==> config.mk <==
export PLATFORM = sky130hd
export DESIGN_NAME = exc_arbiter_flat
export DESIGN_NICKNAME = d
export VERILOG_FILES = /design/src/rtl/exc_arbiter_pkg.sv /design/src/rtl/exc_arbiter_if.sv /design/src/rtl/exc_arbiter_int_sync.sv /design/src/rtl/exc_arbiter.sv /design/src/flat_wrapper.sv
export SDC_FILE = /design/constraint.sdc
export NUM_CORES = 1
export LEC_CHECK = 0
export CAP_MARGIN = 5
export CELL_PAD_IN_SITES_DETAIL_PLACEMENT = 1
export CELL_PAD_IN_SITES_GLOBAL_PLACEMENT = 1
export CORE_MARGIN = 3
export CORE_UTILIZATION = 46
export CTS_CLUSTER_SIZE = 12
export DETAILED_ROUTE_END_ITERATION = 10
export DONT_BUFFER_PORTS = 1
export PLACE_DENSITY_LB_ADDON = 0.3
export SYNTH_ARGS = -nofsm -noshare
export SYNTH_HDL_FRONTEND = slang
export SYNTH_SLANG_ARGS = --single-unit
==> constraint.sdc <==
create_clock -name cpu_clk_50M -period 2.3 [get_ports cpu_clk_50M]
set_input_delay 0.46 -clock cpu_clk_50M [delete_from_list [all_inputs] [get_ports cpu_clk_50M]]
set_output_delay 0.46 -clock cpu_clk_50M [all_outputs]
set_load 0.01 [all_outputs]
==> src/rtl/exc_arbiter_pkg.sv <==
// rtl/exc_arbiter_pkg.sv - exception codes, FSM states and access-size helpers for exc_arbiter
package exc_arbiter_pkg;

  localparam int EXC_CODE_W = 5;
  localparam int CP0_INT_W  = 6;

  typedef logic [EXC_CODE_W-1:0] exc_code_t;

  localparam exc_code_t EXC_INT  = 5'h00;
  localparam exc_code_t EXC_ADEL = 5'h04;
  localparam exc_code_t EXC_ADES = 5'h05;
  localparam exc_code_t EXC_SYS  = 5'h08;
  localparam exc_code_t EXC_RI   = 5'h0a;
  localparam exc_code_t EXC_OV   = 5'h0c;
  localparam exc_code_t EXC_NONE = 5'h10;
  localparam exc_code_t EXC_ERET = 5'h11;

  localparam logic [1:0] SIZE_BYTE = 2'd0;
  localparam logic [1:0] SIZE_HALF = 2'd1;
  localparam logic [1:0] SIZE_WORD = 2'd2;

  typedef enum logic {ST_RUN, ST_HOLD} state_t;

  // Size code 3 is not a legal access and is never flagged.
  function automatic logic is_misaligned(input logic [1:0] size, input logic [1:0] addr_lo);
    case (size)
      SIZE_HALF: return addr_lo[0];
      SIZE_WORD: return |addr_lo;
      default:   return 1'b0;
    endcase
  endfunction

endpackage

==> src/rtl/exc_arbiter_if.sv <==
// rtl/exc_arbiter_if.sv - MEM-stage inputs, CP0 state and registered exception record
interface exc_arbiter_if;
  import exc_arbiter_pkg::*;

  logic [CP0_INT_W-1:0] ext_int_i;
  logic                 stall_i;
  logic                 flush_i;
  logic                 mem_valid_i;
  logic [31:0]          mem_pc_i;
  logic                 mem_in_delay_i;
  exc_code_t            mem_exccode_i;
  logic                 mem_load_i;
  logic                 mem_store_i;
  logic [1:0]           mem_size_i;
  logic [31:0]          mem_addr_i;
  logic [31:0]          status_i;
  logic [31:0]          cause_i;
  logic [CP0_INT_W-1:0] int_o;
  logic                 mem_kill_o;
  exc_code_t            exccode_o;
  logic [31:0]          pc_o;
  logic                 in_delay_o;
  logic [31:0]          badvaddr_o;

  modport master (
    output ext_int_i, stall_i, flush_i, mem_valid_i, mem_pc_i, mem_in_delay_i, mem_exccode_i,
           mem_load_i, mem_store_i, mem_size_i, mem_addr_i, status_i, cause_i,
    input  int_o, mem_kill_o, exccode_o, pc_o, in_delay_o, badvaddr_o
  );

  modport slave (
    input  ext_int_i, stall_i, flush_i, mem_valid_i, mem_pc_i, mem_in_delay_i, mem_exccode_i,
           mem_load_i, mem_store_i, mem_size_i, mem_addr_i, status_i, cause_i,
    output int_o, mem_kill_o, exccode_o, pc_o, in_delay_o, badvaddr_o
  );

endinterface

==> src/rtl/exc_arbiter_int_sync.sv <==
// rtl/exc_arbiter_int_sync.sv - two-flop synchroniser for asynchronous interrupt lines
module int_sync #(
  parameter int WIDTH = 6
) (
  input  logic             clk,
  input  logic             rst_n,
  input  logic [WIDTH-1:0] d,
  output logic [WIDTH-1:0] q
);

  logic [WIDTH-1:0] meta;

  always_ff @(posedge clk or negedge rst_n) begin
    if (!rst_n) begin
      meta <= '0;
      q    <= '0;
    end else begin
      meta <= d;
      q    <= meta;
    end
  end

endmodule

==> src/rtl/exc_arbiter.sv <==
// rtl/exc_arbiter.sv - MEM-stage exception arbiter producing the one-cycle CP0 exception record
module exc_arbiter
  import exc_arbiter_pkg::*;
#(
  parameter int HOLDOFF = 1
) (
  input logic          cpu_clk_50M,
  input logic          cpu_rst_n,
  exc_arbiter_if.slave bus
);

  localparam logic [2:0] HOLD_INIT = 3'(HOLDOFF - 1);

  state_t     state_q, state_d;
  logic [2:0] cnt_q, cnt_d;
  logic       int_req, misalign, earlier_exc, has_cause, run, commit;
  exc_code_t  win_code;
  logic [31:0] bad_d;
  logic       unused_bits;

  int_sync #(.WIDTH(CP0_INT_W)) u_int_sync (
    .clk   (cpu_clk_50M),
    .rst_n (cpu_rst_n),
    .d     (bus.ext_int_i),
    .q     (bus.int_o)
  );

  assign int_req     = bus.status_i[0] & ~bus.status_i[1] & |(bus.cause_i[15:8] & bus.status_i[15:8]);
  assign misalign    = (bus.mem_load_i | bus.mem_store_i) & is_misaligned(bus.mem_size_i, bus.mem_addr_i[1:0]);
  assign earlier_exc = bus.mem_exccode_i != EXC_NONE;
  assign has_cause   = int_req | earlier_exc | misalign;
  assign run         = state_q == ST_RUN;
  assign commit      = bus.mem_valid_i & ~bus.stall_i & ~bus.flush_i & run;
  assign bus.mem_kill_o = bus.mem_valid_i & has_cause & run;
  assign unused_bits = &{1'b0, bus.status_i[31:16], bus.status_i[7:2], bus.cause_i[31:16], bus.cause_i[7:0]};

  always_comb begin
    state_d = state_q;
    cnt_d   = cnt_q;
    case (state_q)
      ST_RUN: begin
        if (bus.flush_i) begin
          state_d = ST_HOLD;
          cnt_d   = HOLD_INIT;
        end
      end
      ST_HOLD: begin
        if (bus.flush_i) cnt_d = HOLD_INIT;
        else if (cnt_q == 3'd0) state_d = ST_RUN;
        else cnt_d = cnt_q - 3'd1;
      end
      default: state_d = ST_RUN;
    endcase
  end

  // Interrupts outrank anything carried down the pipe; data misalign is the last resort.
  always_comb begin
    win_code = EXC_NONE;
    bad_d    = bus.badvaddr_o;
    if (int_req) begin
      win_code = EXC_INT;
    end else if (earlier_exc) begin
      win_code = bus.mem_exccode_i;
      if (bus.mem_exccode_i == EXC_ADEL) bad_d = bus.mem_pc_i;
    end else if (misalign) begin
      win_code = bus.mem_load_i ? EXC_ADEL : EXC_ADES;
      bad_d    = bus.mem_addr_i;
    end
  end

  always_ff @(posedge cpu_clk_50M or negedge cpu_rst_n) begin
    if (!cpu_rst_n) begin
      state_q        <= ST_RUN;
      cnt_q          <= 3'd0;
      bus.exccode_o  <= EXC_NONE;
      bus.pc_o       <= 32'd0;
      bus.in_delay_o <= 1'b0;
      bus.badvaddr_o <= 32'd0;
    end else begin
      state_q <= state_d;
      cnt_q   <= cnt_d;
      if (commit && has_cause) begin
        bus.exccode_o  <= win_code;
        bus.pc_o       <= bus.mem_pc_i;
        bus.in_delay_o <= bus.mem_in_delay_i;
        bus.badvaddr_o <= bad_d;
      end else begin
        bus.exccode_o  <= EXC_NONE;
      end
    end
  end

endmodule

==> src/flat_wrapper.sv <==
// flat-port wrapper written by rule: the top's interface ports become plain ports
module exc_arbiter_flat import exc_arbiter_pkg::*;
#(
  parameter int HOLDOFF = 1
)
  (cpu_clk_50M, cpu_rst_n, bus_ext_int_i, bus_stall_i, bus_flush_i, bus_mem_valid_i, bus_mem_pc_i, bus_mem_in_delay_i, bus_mem_exccode_i, bus_mem_load_i, bus_mem_store_i, bus_mem_size_i, bus_mem_addr_i, bus_status_i, bus_cause_i, bus_int_o, bus_mem_kill_o, bus_exccode_o, bus_pc_o, bus_in_delay_o, bus_badvaddr_o);
  exc_arbiter_if bus_i ();
  input logic cpu_clk_50M;
  input logic cpu_rst_n;
  input wire logic [$bits(bus_i.ext_int_i)-1:0] bus_ext_int_i;
  input wire logic [$bits(bus_i.stall_i)-1:0] bus_stall_i;
  input wire logic [$bits(bus_i.flush_i)-1:0] bus_flush_i;
  input wire logic [$bits(bus_i.mem_valid_i)-1:0] bus_mem_valid_i;
  input wire logic [$bits(bus_i.mem_pc_i)-1:0] bus_mem_pc_i;
  input wire logic [$bits(bus_i.mem_in_delay_i)-1:0] bus_mem_in_delay_i;
  input wire logic [$bits(bus_i.mem_exccode_i)-1:0] bus_mem_exccode_i;
  input wire logic [$bits(bus_i.mem_load_i)-1:0] bus_mem_load_i;
  input wire logic [$bits(bus_i.mem_store_i)-1:0] bus_mem_store_i;
  input wire logic [$bits(bus_i.mem_size_i)-1:0] bus_mem_size_i;
  input wire logic [$bits(bus_i.mem_addr_i)-1:0] bus_mem_addr_i;
  input wire logic [$bits(bus_i.status_i)-1:0] bus_status_i;
  input wire logic [$bits(bus_i.cause_i)-1:0] bus_cause_i;
  output wire logic [$bits(bus_i.int_o)-1:0] bus_int_o;
  output wire logic [$bits(bus_i.mem_kill_o)-1:0] bus_mem_kill_o;
  output wire logic [$bits(bus_i.exccode_o)-1:0] bus_exccode_o;
  output wire logic [$bits(bus_i.pc_o)-1:0] bus_pc_o;
  output wire logic [$bits(bus_i.in_delay_o)-1:0] bus_in_delay_o;
  output wire logic [$bits(bus_i.badvaddr_o)-1:0] bus_badvaddr_o;
  assign bus_i.ext_int_i = bus_ext_int_i;
  assign bus_i.stall_i = bus_stall_i;
  assign bus_i.flush_i = bus_flush_i;
  assign bus_i.mem_valid_i = bus_mem_valid_i;
  assign bus_i.mem_pc_i = bus_mem_pc_i;
  assign bus_i.mem_in_delay_i = bus_mem_in_delay_i;
  assign bus_i.mem_exccode_i = bus_mem_exccode_i;
  assign bus_i.mem_load_i = bus_mem_load_i;
  assign bus_i.mem_store_i = bus_mem_store_i;
  assign bus_i.mem_size_i = bus_mem_size_i;
  assign bus_i.mem_addr_i = bus_mem_addr_i;
  assign bus_i.status_i = bus_status_i;
  assign bus_i.cause_i = bus_cause_i;
  assign bus_int_o = bus_i.int_o;
  assign bus_mem_kill_o = bus_i.mem_kill_o;
  assign bus_exccode_o = bus_i.exccode_o;
  assign bus_pc_o = bus_i.pc_o;
  assign bus_in_delay_o = bus_i.in_delay_o;
  assign bus_badvaddr_o = bus_i.badvaddr_o;
  exc_arbiter #(.HOLDOFF(HOLDOFF)) u_core (.cpu_clk_50M(cpu_clk_50M), .cpu_rst_n(cpu_rst_n), .bus(bus_i));
endmodule
==> results.py, run 1 <==
metrics = {
    "synth": {
        "yosysMostFrequentCell": "nand2_1",
        "synth-seq-cells": 86,
        "yosys.area.top_type": "dfrtp_1",
        "yosysTopAreaCellShare_pct": 58.0,
        "synth_flop_cell": "dfrtp_1",
        "yosysWarnings": 0,
        "ys_top_cells_by_area": "dfrtp_1 (58%), mux2_2 (19%), nand2_1 (9.8%)",
        "yosysUniqueCellTypes": 30,
        "syn_inst": 310,
        "synth_area_um2": 3670,
        "synth_enable_flop_cells": 0,
        "async_reset_ff_share_pct": 100,
        "ys_seq_area_share_pct": 58.7,
        "ys_top_cells_by_count": "nand2_1 (96), dfrtp_1 (85), mux2_2 (63)",
        "avgSynthCellArea_um2": 11.8,
        "synth_nets": 463,
    },
    "placed_design": {
        "portBuffers": 0,
        "gp_congestion": 0.762,
        "place_ws_ns": -0.0674,
        "dpl_cell_area_um2": 3860,
        "dpl.hpwl_mm": 6.62,
        "dp_cells": 406,
    },
    "setup_path": {
        "startpoint_type": "input port",
        "cp_cell_sequence": "a22o_1 -> a221oi_1 -> a311oi_2 -> buf_4 -> nor3_1 -> nor2_1",
        "cp-end-kind": "primary output",
        "cp_data_arrival_time_ns": 1.74,
        "cp_slowest_cell": "a221oi_1",
        "worst-setup-path-type": "in2out",
        "slowest_delay_ns": 0.29,
        "worstPathRequired_ns": 1.84,
        "path_max_fanout": 4,
    },
    "cts": {
        "cts.sinks": 86,
        "cts_resized": 0,
        "clkSlewWorstSetupHoldPaths_ns": 0.08,
        "htree_levels": 3,
        "cts_buffers": 9,
        "clkLatencyLatePin_ns": 0.34,
        "cts_max_path_buffers": 2,
        "cts_tree": "done",
        "root_buffer": "clkbuf_8",
    },
    "sta": {
        "fin_skew_ns": 0.00914,
        "setup_ws_ns": 0.102,
        "worst_pin_slew_ns": 0.487,
        "min_period_over_period_pct": 95.6,
        "timing.hold.ws_ns": -0.193,
        "tns_ns": 0,
        "hold_viol": 86,
        "finalCriticalPeriod_ns": 2.20,
        "maxSlewViolCount": 0,
        "setup_viol": 0,
        "max_freq_ghz": 0.455,
        "max_slew_margin_pct": 67.5,
    },
    "floorplanning": {
        "rows": 31,
        "start_util_pct": 49.0,
        "dieArea_um2": 9080,
        "io_pins": 226,
        "core-area_um2": 7490,
        "fp.dieH_um": 95.3,
        "die_w_um": 95.3,
    },
    "pwr": {
        "p_per_area_nw_per_um2": 966,
        "fin_total_pwr_mw": 3.94,
        "peakVddDrop_v": 0.000462,
        "p_leak_nw": 1.99,
    },
    "final_layout": {
        "multi_input_area_um2": 1430,
        "fin_util_pct": 54.5,
        "regArea_um2": 2150,
        "n_antenna_cell": 0,
        "layout.nets": 473,
        "drive_above_1_share_pct": 29.2,
        "fin_cells": 424,
        "final.fill_count": 767,
        "fin_area_um2": 4080,
        "syn2layout_area_growth_pct": 11.3,
    },
    "route": {
        "via_per_inst": 5.57,
        "drc_errors": 0,
        "routed_wl_mm": 8.93,
        "dr.pass1.iters": 4,
        "vias": 2363,
        "routedWlPerCell_um": 21.1,
        "ant_nets": 0,
        "drtIter0Drc": 59,
    },
    "global_route": {
        "antenna_found_initial": 0,
        "grt_pass1_wl_mm": 13.3,
        "grt_use_total_pct": 19.7,
        "overflow": 0,
        "first_global_vias": 2595,
        "grt_max_degree": 87,
    },
    "status": {
        "status": "complete, but fails checks",
        "violations": "hold timing",
    },
    "flow_run": {
        "cap_violations": 0,
    },
    "worst_hold_path": {
        "hp-class": "in2async",
    },
}
==> worst max-delay path, delay by kind of cell <==
family          cells  cell delay (ns)
buf+inv             1             0.20
simple gates        2             0.32
compound gates      3             0.75
==> area by class of cell <==
class	instances	share of cell area (%)
sequential	86	52.8
multi-input combinational	204	35.0
timing repair buffer	12	3.43
clock buffer	12	3.31
tap	99	3.04
clock inverter	4	1.78
inverter	7	0.644
==> where the power goes <==
part           leakage (nW)  internal [mW]  total [mW]  switching, mW
Clock                 0.101          0.612        1.12          0.505
Combinational         0.798          0.334       0.545          0.211
Sequential             1.09           1.87        2.28          0.405
==> registers in the layout (all words and copies together) (netlist names) <==
| signal | cells |
|---|---|
| u_core.bus.pc_o | 32 |
| u_core.bus.in_delay_o | 1 |
| u_core.state_q | 1 |
| u_core.bus.badvaddr_o | 32 |
| u_core.u_int_sync.meta | 6 |
| u_core.u_int_sync.q | 6 |
| u_core.bus.exccode_o | 5 |
| u_core.cnt_q | 3 |
==> final timing paths <==
kind,slack (ns),start,end,cells after the start
hold / removal,-0.19,cpu_rst_n,u_core.bus.pc_o[6]$_DFFE_PN0P_,0
min in group cpu_clk_50M,0.14,bus_ext_int_i[2],u_core.u_int_sync.meta[2]$_DFF_PN0_,0
setup / recovery,0.10,bus_cause_i[11],bus_mem_kill_o,6
setup reg to reg,0.28,u_core.state_q$_DFF_PN0_,u_core.bus.badvaddr_o[8]$_DFFE_PN0P_,5
hold reg to reg,0.35,u_core.u_int_sync.meta[2]$_DFF_PN0_,u_core.u_int_sync.q[2]$_DFF_PN0_,0
max in group asynchronous,2.32,cpu_rst_n,u_core.bus.exccode_o[4]$_DFF_PN1_,0
==> repair_timing <==
action / 4_1_cts / 5_1_grt
hold endpoints to repair: 86 / 86
endpoints found under the setup margin: 0 / 1
buffers inserted: 0 / 2
==> per-layer routing <==
metal | wire (um) | vias to the layer above | share of wire (%) | track usage, %
met4 | 96 | 0 | 1.1 | 6.73
met1 | 3110 | 1182 | 35 | 21.2
met2 | 4530 | 125 | 51 | 33.6
met5 | 0 | - | 0 | 0
li1 | - | 1047 | - | -
met3 | 1200 | 9 | 13 | 9.63
==> cell usage in the layout (no fill, tap or decap), types with 2 or more instances in the layout <==
master     synthesis  routed
nor3_1             4       3
a21oi_1            3       3
o22ai_1            2       2
ha_1               4       4
and2_1             3       3
nor3_4             0       2
nand2b_1           3       3
inv_1              7       7
mux2_1             2       2
clkbuf_1           6       3
nand2_1           96      96
bufinv_16          0       2
clkbuf_8           0       9
nor2_1             7       7
a22oi_1            2       2
mux2_2            63      63
or3_1              2       2
buf_4              0       8
dfrtp_1           85      85
buf_12             0       4
==> cell families (layout without fill, tap and decap cells) <==
kind of cell               Yosys count  in the layout  share of synthesized area [%]
adders and majority gates            4              4                           1.36
xor gates and xnor gates             1              1                          0.239
AOI/OAI and AO/OA                   14             14                           3.24
muxes                               65             65                           20.0
DFF                                 86             86                           58.7
and+or+nand+nor                    120            120                           13.7
buffers and inverters               20             35                           2.80
(Power assumes the default switching activity.)
==> inputs of run 2 (changes only) <==
- CORE_UTILIZATION: 46 -> 49
- CTS_CLUSTER_DIAMETER: default -> 50
- clock period: 2.3 -> 2.8 ns (I/O delays scaled with it)
==> run 2 against run 1 <==
Net effect: cell area is 2.8% lower; via count is 2.9% lower; setup slack improved by 0.26 ns; the flow now finishes without violations; critical path type unchanged.
==> results.py, run 2 (synthesis results as in run 1) <==
metrics = {
    "sta": {
        "tns_ns": 0,
        "rsz0062_at_grt": "false",
        "max_freq_ghz": 0.410,
        "finalCriticalPeriod_ns": 2.44,
        "timing.hold.ws_ns": 0.0563,
        "maxSlewViolCount": 0,
        "hold_viol": 0,
        "worst_pin_slew_ns": 0.671,
        "setup_viol": 0,
        "max_slew_margin_pct": 55.3,
        "fin_skew_ns": 0.00759,
        "min_period_over_period_pct": 87.1,
    },
    "pwr": {
        "p_per_area_nw_per_um2": 773,
        "fin_total_pwr_mw": 3.07,
        "peakVddDrop_v": 0.000303,
        "p_leak_nw": 1.94,
    },
    "floorplanning": {
        "core-area_um2": 7020,
        "die_w_um": 92.5,
        "io_pins": 226,
        "dieArea_um2": 8560,
        "fp.dieH_um": 92.5,
        "start_util_pct": 52.2,
        "rows": 30,
    },
    "route": {
        "drc_errors": 0,
        "routed_wl_mm": 9.02,
        "vias": 2295,
        "via_per_inst": 5.50,
        "drtIter0Drc": 49,
        "routedWlPerCell_um": 21.6,
        "ant_nets": 0,
        "dr.pass1.iters": 4,
    },
    "cts": {
        "cts_buffers": 9,
        "cts_setup_buffers": 0,
        "cts_max_path_buffers": 2,
        "root_buffer": "clkbuf_8",
        "cts_tree": "done",
        "clkSlewWorstSetupHoldPaths_ns": 0.08,
        "clkLatencyLatePin_ns": 0.34,
        "cts.sinks": 86,
        "cts_resized": 0,
        "htree_levels": 3,
        "cts_hold_buf": 1,
    },
    "setup_path": {
        "path_max_fanout": 15,
        "reg2reg_to": "u_core.bus.badvaddr_o[27]$_DFFE_PN0P_",
        "cp_slowest_cell": "or3_1",
        "cp_data_arrival_time_ns": 1.88,
        "worst-setup-path-type": "in2out",
        "reg2reg_slack_ns": 0.77,
        "worstPathRequired_ns": 2.24,
        "rr_worst_depth": 5,
        "startpoint_type": "input port",
        "slowest_delay_ns": 0.40,
        "worst-path-stages": 5,
        "path_buf_inv": 1,
        "worstReg2RegStart": "u_core.state_q$_DFF_PN0_",
        "crit_family": "simple AND/OR/NAND/NOR gates",
        "crit_start": "bus_mem_exccode_i[0]",
        "cp_cell_sequence": "or3_4 -> or3_1 -> buf_4 -> nor3_1 -> nor2_1",
        "cp-end-kind": "primary output",
    },
    "final_layout": {
        "drive_above_1_share_pct": 28.3,
        "n_antenna_cell": 0,
        "final.fill_count": 743,
        "layout.nets": 470,
        "syn2layout_area_growth_pct": 8.19,
        "reg.largest.list": "u_core.bus.badvaddr_o: 32 flops, u_core.bus.pc_o: 32 flops",
        "layout_common_cells": "nand2_1 (96), dfrtp_1 (85), mux2_2 (63), clkbuf_8 (9), buf_4 (8)",
        "final_common_cell": "nand2_1",
    },
    "global_route": {
        "antenna_found_initial": 0,
        "first_global_vias": 2777,
        "overflow": 0,
        "grt_use_total_pct": 21.6,
        "grt_pass1_wl_mm": 14.2,
        "grt_max_degree": 86,
    },
    "placed_design": {
        "portBuffers": 0,
        "gp_congestion": 0.732,
        "dpl.hpwl_mm": 6.64,
    },
    "status": {
        "status": "finished clean",
    },
    "flow_run": {
        "cap_violations": 0,
    },
    "worst_hold_path": {
        "hp-class": "in2async",
    },
}
run 2: cell types whose count changed in the layout (fill, tap and decap cells not counted), sizes merged:
cell / delta
buf: -3
clkbuf: -1
clkinv: +1
clkinvlp: +1
bufinv: -2
run 2: worst max-delay path by stage:
| stage | endpoint |
|---|---|
| after floorplan | u_core.bus.badvaddr_o[10]$_DFFE_PN0P_ |
| after global placement | u_core.bus.pc_o[4]$_DFFE_PN0P_ |
| after detailed placement | u_core.bus.pc_o[14]$_DFFE_PN0P_ |
| after CTS | bus_mem_kill_o |
| after global routing | bus_mem_kill_o |
| final | bus_mem_kill_o |
run 2: area by class of cell:
cell class	count	area (um2)	area share (%)
tap	96	120	3.03
multi-input combinational	204	1420	35.9
sequential	86	2150	54.3
timing repair buffer	9	87.6	2.21
inverter	7	26.3	0.662
clock buffer	11	131	3.31
clock inverter	4	25.0	0.631
run 2: routing by layer:
layer / global-route usage, % / routed length (um)
met5: 0 / 0
met4: 7.55 / 77
met3: 9.59 / 1050
met2: 38.0 / 4670
met1: 23.0 / 3220
run 2: metrics by stage:
step           cell area, um2  std cells  util, %  setup slack [ns]
2_1_floorplan            3670        310        -             0.360
3_3_place_gp             3780        401     53.9             0.356
3_5_place_dp             3780        401     53.9             0.244
4_1_cts                  3970        417     56.5             0.354
5_1_grt                  3970        417     56.5             0.298
6_report                 3970        417     56.5             0.361
run 2: worst register-to-register path, cell delays in order, from the launching register on:
cell	delay [ns]
dfrtp_1	0.39
nand2b_1	0.17
or3_1	0.40
nor3_4	0.23
buf_4	0.34
mux2_2	0.39
run 2: where the power goes:
part	total [mW]	switching [mW]	internal, mW
clock	0.729	0.414	0.315
combinational	0.457	0.187	0.270
sequential	1.88	0.344	1.54
==> inputs of run 3 (changes only) <==
- HOLD_SLACK_MARGIN: default -> 0.02
==> results of run 3 <==
The final DEF is identical to that of run 2; final timing and power are the same.
